`config.mk`:
```
export PLATFORM = sky130hd
export DESIGN_NAME = core_mem_loader_flat
export DESIGN_NICKNAME = d
export VERILOG_FILES = /design/src/rtl/core_mem_loader_pkg.sv /design/src/rtl/core_mem_loader_if.sv /design/src/rtl/core_mem_loader.sv /design/src/flat_wrapper.sv
export SDC_FILE = /design/constraint.sdc
export NUM_CORES = 1
export LEC_CHECK = 0
export ABC_CLOCK_PERIOD_IN_PS = 1800
export CORE_ASPECT_RATIO = 1.5
export CORE_MARGIN = 2
export CORE_UTILIZATION = 35
export CTS_BUF_LIST = sky130_fd_sc_hd__clkbuf_2 sky130_fd_sc_hd__clkbuf_4 sky130_fd_sc_hd__clkbuf_8
export CTS_CLUSTER_SIZE = 30
export DETAILED_ROUTE_END_ITERATION = 10
export DONT_BUFFER_PORTS = 1
export HOLD_SLACK_MARGIN = 0.03
export SLEW_MARGIN = 20
export SYNTH_ARGS = -nofsm -noshare
export SYNTH_HDL_FRONTEND = slang
export SYNTH_SLANG_ARGS = --single-unit
```
`constraint.sdc`:
```
create_clock -name clk -period 1.8 [get_ports clk]
set_clock_uncertainty 0.1 [all_clocks]
set_input_delay 0.45 -clock clk [delete_from_list [all_inputs] [get_ports clk]]
set_output_delay 0.45 -clock clk [all_outputs]
set_load 0.1 [all_outputs]
```
`src/rtl/core_mem_loader_pkg.sv`:
```
// Shared definitions for the core memory loader: default memory geometry
// and the loader FSM state encoding.
package core_mem_loader_pkg;

  localparam int DEFAULT_ADDR_W = 12;
  localparam int DEFAULT_DATA_W = 32;
  localparam int BYTE_EN_W      = 4;

  typedef enum logic [2:0] {
    IDLE,
    WRITE,
    READ,
    CHECK,
    FINISH
  } state_t;

endpackage

```
`src/rtl/core_mem_loader_if.sv`:
```
// Bundles the load-data stream sink and the memory port-2 master into one
// interface. The loader uses the master modport; the stream source and the
// memory behind port 2 use the slave modport.
interface core_mem_loader_if
  import core_mem_loader_pkg::*;
#(
  parameter int ADDR_W = DEFAULT_ADDR_W,
  parameter int DATA_W = DEFAULT_DATA_W
);

  logic                 snk_valid;
  logic                 snk_ready;
  logic [DATA_W-1:0]    snk_data;

  logic [ADDR_W-1:0]    m_address;
  logic                 m_chipselect;
  logic                 m_write;
  logic [BYTE_EN_W-1:0] m_byteenable;
  logic [DATA_W-1:0]    m_writedata;
  logic                 m_clken;
  logic [DATA_W-1:0]    m_readdata;

  modport master (
    input  snk_valid,
    input  snk_data,
    input  m_readdata,
    output snk_ready,
    output m_address,
    output m_chipselect,
    output m_write,
    output m_byteenable,
    output m_writedata,
    output m_clken
  );

  modport slave (
    output snk_valid,
    output snk_data,
    output m_readdata,
    input  snk_ready,
    input  m_address,
    input  m_chipselect,
    input  m_write,
    input  m_byteenable,
    input  m_writedata,
    input  m_clken
  );

endinterface

```
`src/rtl/core_mem_loader.sv`:
```
// Core memory loader: streams words into a target core's memory through
// memory port 2 while holding that core in reset.
// Optional feature macro: CORE_MEM_LOADER_VERIFY_EN adds a read-back check of
// every written word (WRITE -> READ -> CHECK), reporting the first bad address.
// Without the macro, words are written one per cycle and error/err_addr are 0.
module core_mem_loader
  import core_mem_loader_pkg::*;
#(
  parameter int ADDR_W = DEFAULT_ADDR_W,
  parameter int DATA_W = DEFAULT_DATA_W,
  parameter int CNT_W  = ADDR_W + 1
) (
  input  logic              clk,
  input  logic              reset_n,
  input  logic              start,
  input  logic              abort,
  input  logic [ADDR_W-1:0] base_addr,
  input  logic [CNT_W-1:0]  word_count,
  core_mem_loader_if.master bus,
  output logic              core_hold,
  output logic              busy,
  output logic              done,
  output logic              error,
  output logic [ADDR_W-1:0] err_addr
);

  state_t            state;
  logic [ADDR_W-1:0] addr;
  logic [CNT_W-1:0]  remaining;
  logic              in_write;
  logic              beat;
  logic              last_word;

  // An abort wins over a beat offered in the same cycle, so it also closes
  // the sink and blocks the memory strobe for that cycle.
  assign in_write  = (state == WRITE) && !abort;
  assign beat      = in_write && bus.snk_valid;
  assign last_word = (remaining == CNT_W'(1));

  assign bus.snk_ready    = in_write;
  assign bus.m_clken      = 1'b1;
  assign bus.m_address    = addr;
  assign bus.m_write      = beat;
  assign bus.m_byteenable = beat ? {BYTE_EN_W{1'b1}} : {BYTE_EN_W{1'b0}};
  assign bus.m_writedata  = bus.snk_data;

`ifdef CORE_MEM_LOADER_VERIFY_EN
  logic [DATA_W-1:0] stored;

  assign bus.m_chipselect = beat || ((state == READ) && !abort);
`else
  logic unused_readdata;

  assign unused_readdata  = ^bus.m_readdata;
  assign bus.m_chipselect = beat;
  assign error            = 1'b0;
  assign err_addr         = '0;
`endif

  // Loader FSM: tracks address and words left, and drives the status flags.
  // done is raised on entry to FINISH; busy and core_hold drop as FINISH ends.
  always_ff @(posedge clk or negedge reset_n) begin
    if (!reset_n) begin
      state     <= IDLE;
      addr      <= '0;
      remaining <= '0;
      busy      <= 1'b0;
      core_hold <= 1'b0;
      done      <= 1'b0;
    end else begin
      done <= 1'b0;
      if (abort && (state != IDLE)) begin
        state     <= IDLE;
        busy      <= 1'b0;
        core_hold <= 1'b0;
      end else begin
        case (state)
          IDLE: begin
            if (start) begin
              addr      <= base_addr;
              remaining <= word_count;
              busy      <= 1'b1;
              core_hold <= 1'b1;
              if (word_count == '0) begin
                state <= FINISH;
                done  <= 1'b1;
              end else begin
                state <= WRITE;
              end
            end
          end
          WRITE: begin
            if (beat) begin
`ifdef CORE_MEM_LOADER_VERIFY_EN
              state <= READ;
`else
              addr      <= addr + ADDR_W'(1);
              remaining <= remaining - CNT_W'(1);
              if (last_word) begin
                state <= FINISH;
                done  <= 1'b1;
              end
`endif
            end
          end
`ifdef CORE_MEM_LOADER_VERIFY_EN
          READ: begin
            state <= CHECK;
          end
          CHECK: begin
            addr      <= addr + ADDR_W'(1);
            remaining <= remaining - CNT_W'(1);
            if (last_word) begin
              state <= FINISH;
              done  <= 1'b1;
            end else begin
              state <= WRITE;
            end
          end
`endif
          FINISH: begin
            busy      <= 1'b0;
            core_hold <= 1'b0;
            state     <= IDLE;
          end
          default: begin
            state <= IDLE;
          end
        endcase
      end
    end
  end

`ifdef CORE_MEM_LOADER_VERIFY_EN
  // Read-back checker: keeps the word just written, compares it with the
  // memory data returned in CHECK, and remembers only the first bad address.
  always_ff @(posedge clk or negedge reset_n) begin
    if (!reset_n) begin
      stored   <= '0;
      error    <= 1'b0;
      err_addr <= '0;
    end else begin
      if ((state == IDLE) && start) begin
        error <= 1'b0;
      end
      if (beat) begin
        stored <= bus.snk_data;
      end
      if ((state == CHECK) && !abort && (bus.m_readdata != stored)) begin
        error <= 1'b1;
        if (!error) begin
          err_addr <= addr;
        end
      end
    end
  end
`endif

endmodule

```
`src/flat_wrapper.sv`:
```
// flat-port wrapper written by rule: the top's interface ports become plain ports
module core_mem_loader_flat import core_mem_loader_pkg::*;
#(
  parameter int ADDR_W = DEFAULT_ADDR_W,
  parameter int DATA_W = DEFAULT_DATA_W,
  parameter int CNT_W  = ADDR_W + 1
)
  (clk, reset_n, start, abort, base_addr, word_count, core_hold, busy, done, error, err_addr, bus_snk_valid, bus_snk_data, bus_m_readdata, bus_snk_ready, bus_m_address, bus_m_chipselect, bus_m_write, bus_m_byteenable, bus_m_writedata, bus_m_clken);
  core_mem_loader_if #(.ADDR_W(ADDR_W), .DATA_W(DATA_W)) bus_i ();
  input  logic clk;
  input  logic reset_n;
  input  logic start;
  input  logic abort;
  input  logic [ADDR_W-1:0] base_addr;
  input  logic [CNT_W-1:0] word_count;
  output logic core_hold;
  output logic busy;
  output logic done;
  output logic error;
  output logic [ADDR_W-1:0] err_addr;
  input wire logic [$bits(bus_i.snk_valid)-1:0] bus_snk_valid;
  input wire logic [$bits(bus_i.snk_data)-1:0] bus_snk_data;
  input wire logic [$bits(bus_i.m_readdata)-1:0] bus_m_readdata;
  output wire logic [$bits(bus_i.snk_ready)-1:0] bus_snk_ready;
  output wire logic [$bits(bus_i.m_address)-1:0] bus_m_address;
  output wire logic [$bits(bus_i.m_chipselect)-1:0] bus_m_chipselect;
  output wire logic [$bits(bus_i.m_write)-1:0] bus_m_write;
  output wire logic [$bits(bus_i.m_byteenable)-1:0] bus_m_byteenable;
  output wire logic [$bits(bus_i.m_writedata)-1:0] bus_m_writedata;
  output wire logic [$bits(bus_i.m_clken)-1:0] bus_m_clken;
  assign bus_i.snk_valid = bus_snk_valid;
  assign bus_i.snk_data = bus_snk_data;
  assign bus_i.m_readdata = bus_m_readdata;
  assign bus_snk_ready = bus_i.snk_ready;
  assign bus_m_address = bus_i.m_address;
  assign bus_m_chipselect = bus_i.m_chipselect;
  assign bus_m_write = bus_i.m_write;
  assign bus_m_byteenable = bus_i.m_byteenable;
  assign bus_m_writedata = bus_i.m_writedata;
  assign bus_m_clken = bus_i.m_clken;
  core_mem_loader #(.ADDR_W(ADDR_W), .DATA_W(DATA_W), .CNT_W(CNT_W)) u_core (.clk(clk), .reset_n(reset_n), .start(start), .abort(abort), .base_addr(base_addr), .word_count(word_count), .bus(bus_i), .core_hold(core_hold), .busy(busy), .done(done), .error(error), .err_addr(err_addr));
endmodule
```
After elaboration in Yosys (flattened, before gate mapping)
Cells that the tools add are included.

operators by class
  bitwise operators = 1
  multiply operators = 0
  equality and inequality tests = 8
  order comparisons = 0
  muxes and demuxes = 22
  add/sub/neg operators = 2
  shift-type cells = 0
  reduce and logical (&&, ||, !) cells = 12
  div/mod/pow operators = 0

operator list
  operator                 count
  $mux W13                 2
  $pmux W13 S2             1
  $mux W12                 2
  $pmux W12 S2             1
  $mux W3                  5
  $eq A13 B1 Y1 const B    1
  $logic_not A13 Y1        1
  $sub A13 B1 Y13 const B  1
  $add A12 B1 Y12 const B  1
  $ne A3 B2 Y1 const B     3
  $mux W1                  7
  $pmux W3 S2              1
  $reduce_bool A3 Y1       2
  $mux W4                  1
  $pmux W1 S2              2
  $reduce_and A4 Y1        1
  $eq A3 B1 Y1 const B     1
  $eq A3 B3 Y1 const B     1
  $logic_and A1 B1 Y1      3
  $logic_not A3 Y1         1
  $reduce_and A3 Y1        1
  $ne A2 B1 Y1 const B     1
  $ne A2 B2 Y1 const B     1
  $reduce_and A2 Y1        1
  3 further kinds          3

word-level totals
  memories kept = 0
  memory bits (read-only) = 0
  input bits = 94
  memory bits (writable) = 0
  latch bits = 0
  register bits after elaboration = 30

Longest topological paths before layout
  word-level depth = 6
  mapped depth = 6
  depth with buffers taken out = 6

Worst setup path before layout
No wires, ideal clock.

  path type = reg2out
  start point = register u_core.state[2]
  end point = output port bus_snk_ready
  buffers on the path = 1
  path slack = -0.789 ns
  stages on the path, launching flop included = 4
  data arrival time = 2.039 ns
  path through = dfrtp_1 > nand2b_1 > clkbuf_1 > nor2_1

between the ends
  cells in the longest elaborated chain, start to end = 2

RTL lines
  item                    line                   text
  from (decl)             core_mem_loader.sv:27  state_t state;
  from (signal assigned)  core_mem_loader.sv:64  state <= IDLE;
  from (signal assigned)  core_mem_loader.sv:73  state <= IDLE;
  from (signal assigned)  core_mem_loader.sv:85  state <= FINISH;
  $eq A3 B1 Y1            core_mem_loader.sv:36  assign in_write = (state == WRITE) && !abort;
  $logic_and A1 B1 Y1     core_mem_loader.sv:36
  to (decl)               flat_wrapper.sv:24     output wire logic [$bits(bus_i.snk_ready)-1:0] bus_snk_ready;

No other way between the ends.

Worst setup path in the final report
  start point = register u_core.state[2]
  end point = output port bus_m_write

between the ends
  cells in the longest elaborated chain, start to end = 3

RTL lines
  item                 line                   text
  $eq A3 B1 Y1         core_mem_loader.sv:36
  $logic_and A1 B1 Y1  core_mem_loader.sv:36
  $logic_and A1 B1 Y1  core_mem_loader.sv:37  assign beat = in_write && bus.snk_valid;
  to (decl)            flat_wrapper.sv:27     output wire logic [$bits(bus_i.m_write)-1:0] bus_m_write;

No other way between the ends.

==> run summary <==
Status: finished with violations
Violated checks: setup timing
Die height: 99.5 microns
Root buf cell: clkbuf_8
Cell Chain, Critical Path: nor4bb_4 -> buf_6 -> buf_12
DRC violations left: 0
IO buf count: 0
Post-synthesis sequential area ratio: 0.341
Site row count: 34
Synth unique cells: 41
Drt total wl: 5.74 mm
Fin crit period: 2020 ps
Maximum net fanout on the critical path: 6
Critical Path RT: 1250 ps
Initial antenna violation count: 0
CORE AREA: 5830 sq um
Synth warn: 0
GRT Total Usage: 0.174
Initial Util: 0.365
Layout area overhead: 27.5%
CTS Buffer Depth: 2
N_diodes: 0
Post-detail-place hpwl: 4.13 mm
Cells after DPL: 328
Die width: 67.6 microns
Final Hold Vio Count: 0
Worst EP arrival: 1470 ps
Placed cell areas: 2420 sq um
HP Class: primary input to flip-flop
CP bufs+invs: 2
Final Cell Area: 2710 sq um
Routed Antenna Nets: 0
Nets: 369
PnR worst setup slack: -221 ps
Slew Limit Fails: 0
Drt initial violations: 52
DP Worst Slack: -57.5 ps
First-pass GRT wire length: 8.91 mm
Worst-skew pair later-pin latency: 280 ps
Share of layout cells above drive strength 1: 0.381
Final period util: 1.12
Leak: 0.00110 uW
Gpl congestion: 0.835
Worst path max stage delay: 420 ps
MaxCap Viol Count: 0
Vias/cell: 5.52
Clk sinks: 29
Inserted Clock Buffers: 5
Per-cell routed wire length: 16.6 microns
Largest net degree at the start of global routing: 36
Startpoint Class: flip-flop
Pwr Density: 1500 nW/um^2
RSZ-0062 raised after global routing: yes
Global route overflow: 0
CP top delay family: buffers and inverters
CP max-delay cell: dfrtp_1
Maximum vdd drop: 0.643 mV
Crit path capture type: primary output
Vias after detailed routing: 1905
1st-pass router iterations: 4
Non-filler cells, final: 345
Total die area: 6730 sq um
Synthesis-stage register bit count: 29
Synth Instances: 260
Mean Syn Cell Area: 8.18 sq um
Setup violators final: 8
Number of global-route vias before repair: 1867
Worst hold margin: 202 ps
Clk slew on worst S/H paths: 70 ps
Critical path class: flip-flop to primary output
Max Clock Freq: 0.495 GHz
H-tree depth: 2
Synthesized area: 2130 sq um
Io pins: 162
CTS tree: yes
[through the flow]
stage | setup TNS, ps | util | power, uW
2_1_floorplan | -150 | - | 3080
3_3_place_gp | -146 | 0.416 | 3330
3_5_place_dp | -214 | 0.416 | 3360
4_1_cts | -1710 | 0.448 | 3970
5_1_grt | -1920 | 0.465 | 4270
6_report | -1390 | 0.465 | 4070
[area by class of cell]
cell class,count,area (sq um)
multi-input cells,175,1130
repair buffers,59,648
inverters,2,7.51
clock inverters,2,10.0
well taps,72,90.1
fillers,534,3120
clock buffers,6,76.3
flip-flops and latches,29,744
[path summary, 6_finish.rpt]
check | from | end | slack, ps | cells after the start
max in group asynchronous | reset_n | u_core.bus.m_address[1] | 900 | 2
worst min register to register | u_core.bus.m_address[11] | u_core.bus.m_address[11] | 480 | 1
worst max register to register | u_core.remaining[7] | u_core.remaining[11] | -10 | 4
worst min-delay path | base_addr[1] | u_core.bus.m_address[1] | 200 | 2
min in group asynchronous | reset_n | u_core.remaining[5] | 520 | 2
worst max-delay path | u_core.state[2] | bus_m_write | -220 | 3
[registers in the layout, indices dropped and copies added (netlist names)]
signal / count
u_core.done: 1
u_core.bus.m_address: 12
u_core.core_hold: 1
u_core.remaining: 13
u_core.state: 2
[synth_stat cells (all sizes together)]
cell | instances | area, sq um
a21oi | 27 | 135
nor3b | 3 | 22.5
nand3 | 13 | 65.1
or3b | 1 | 8.76
nor2 | 16 | 60.1
a22o | 1 | 8.76
o21ai | 24 | 120
nor2b | 3 | 18.8
nor4bb | 1 | 10.0
inv | 2 | 7.51
buf | 57 | 413
o221a | 1 | 11.3
dfrtp | 29 | 726
a32oi | 1 | 8.76
a311oi | 2 | 17.5
o22ai | 3 | 18.8
o41ai | 1 | 8.76
o2bb2ai | 2 | 17.5
a22oi | 1 | 7.51
or3 | 4 | 26.3
o32ai | 1 | 8.76
and3 | 4 | 25.0
nor3 | 6 | 30.0
nand2 | 11 | 41.3
a31o | 1 | 8.76
nand4 | 6 | 37.5
and4 | 2 | 17.5
nor4 | 6 | 37.5
a31oi | 1 | 6.26
a2bb2oi | 5 | 43.8
clkbuf | 9 | 33.8
conb | 2 | 7.51
or4 | 2 | 15.0
nand3b | 1 | 7.51
o31ai | 3 | 22.5
ha | 3 | 37.5
o211ai | 2 | 15.0
nand2b | 3 | 18.8
[placed cells by master, fill, tap and decap left out, types with 3 or more instances in the layout]
cell type,n
a21oi_1,23
o21ai_1,6
o21ai_0,17
dfrtp_2,9
nor2_1,14
a21oi_2,4
buf_12,7
nor4_1,4
conb_1,14
buf_6,4
nand3_1,13
and3_1,4
dfrtp_1,18
nor3_1,5
nand4_1,6
clkbuf_8,5
buf_16,5
a2bb2oi_1,4
nand2_1,11
ha_1,3
buf_4,42
[timing repair]
| item | CTS | global route |
|---|---|---|
| endpoints found under the setup margin | 13 | 31 |
| buffers inserted | 4 | 4 |
| hold buffers | 2 | 0 |
| resized for setup | 10 | 23 |
| endpoints found under the hold margin | 29 | 0 |
| pin swaps | 3 | 7 |
[per-layer routing]
layer / vias up / GRT usage / routed length (microns)
met5: - / 0 / 0
met4: 0 / 0.121 / 202
met3: 28 / 0.0396 / 426
met2: 66 / 0.293 / 3040
met1: 905 / 0.186 / 2060
li1: 906 / - / -
[logic make-up (layout without fill, tap and decap cells)]
group,after synthesis,in the layout,synth area share
simple gates,82,82,0.208
compound gates,76,76,0.216
buf+inv,68,69,0.214
flops,29,29,0.341
fa+ha+maj,3,3,0.0177
other cells,2,14,0.00353
[power breakdown]
part,total (uW),switching [uW],internal [uW]
combinational,2430,1670,758
sequential,1100,207,892
clock,542,260,282
Note: power is estimated with default switching activity, not from simulation.
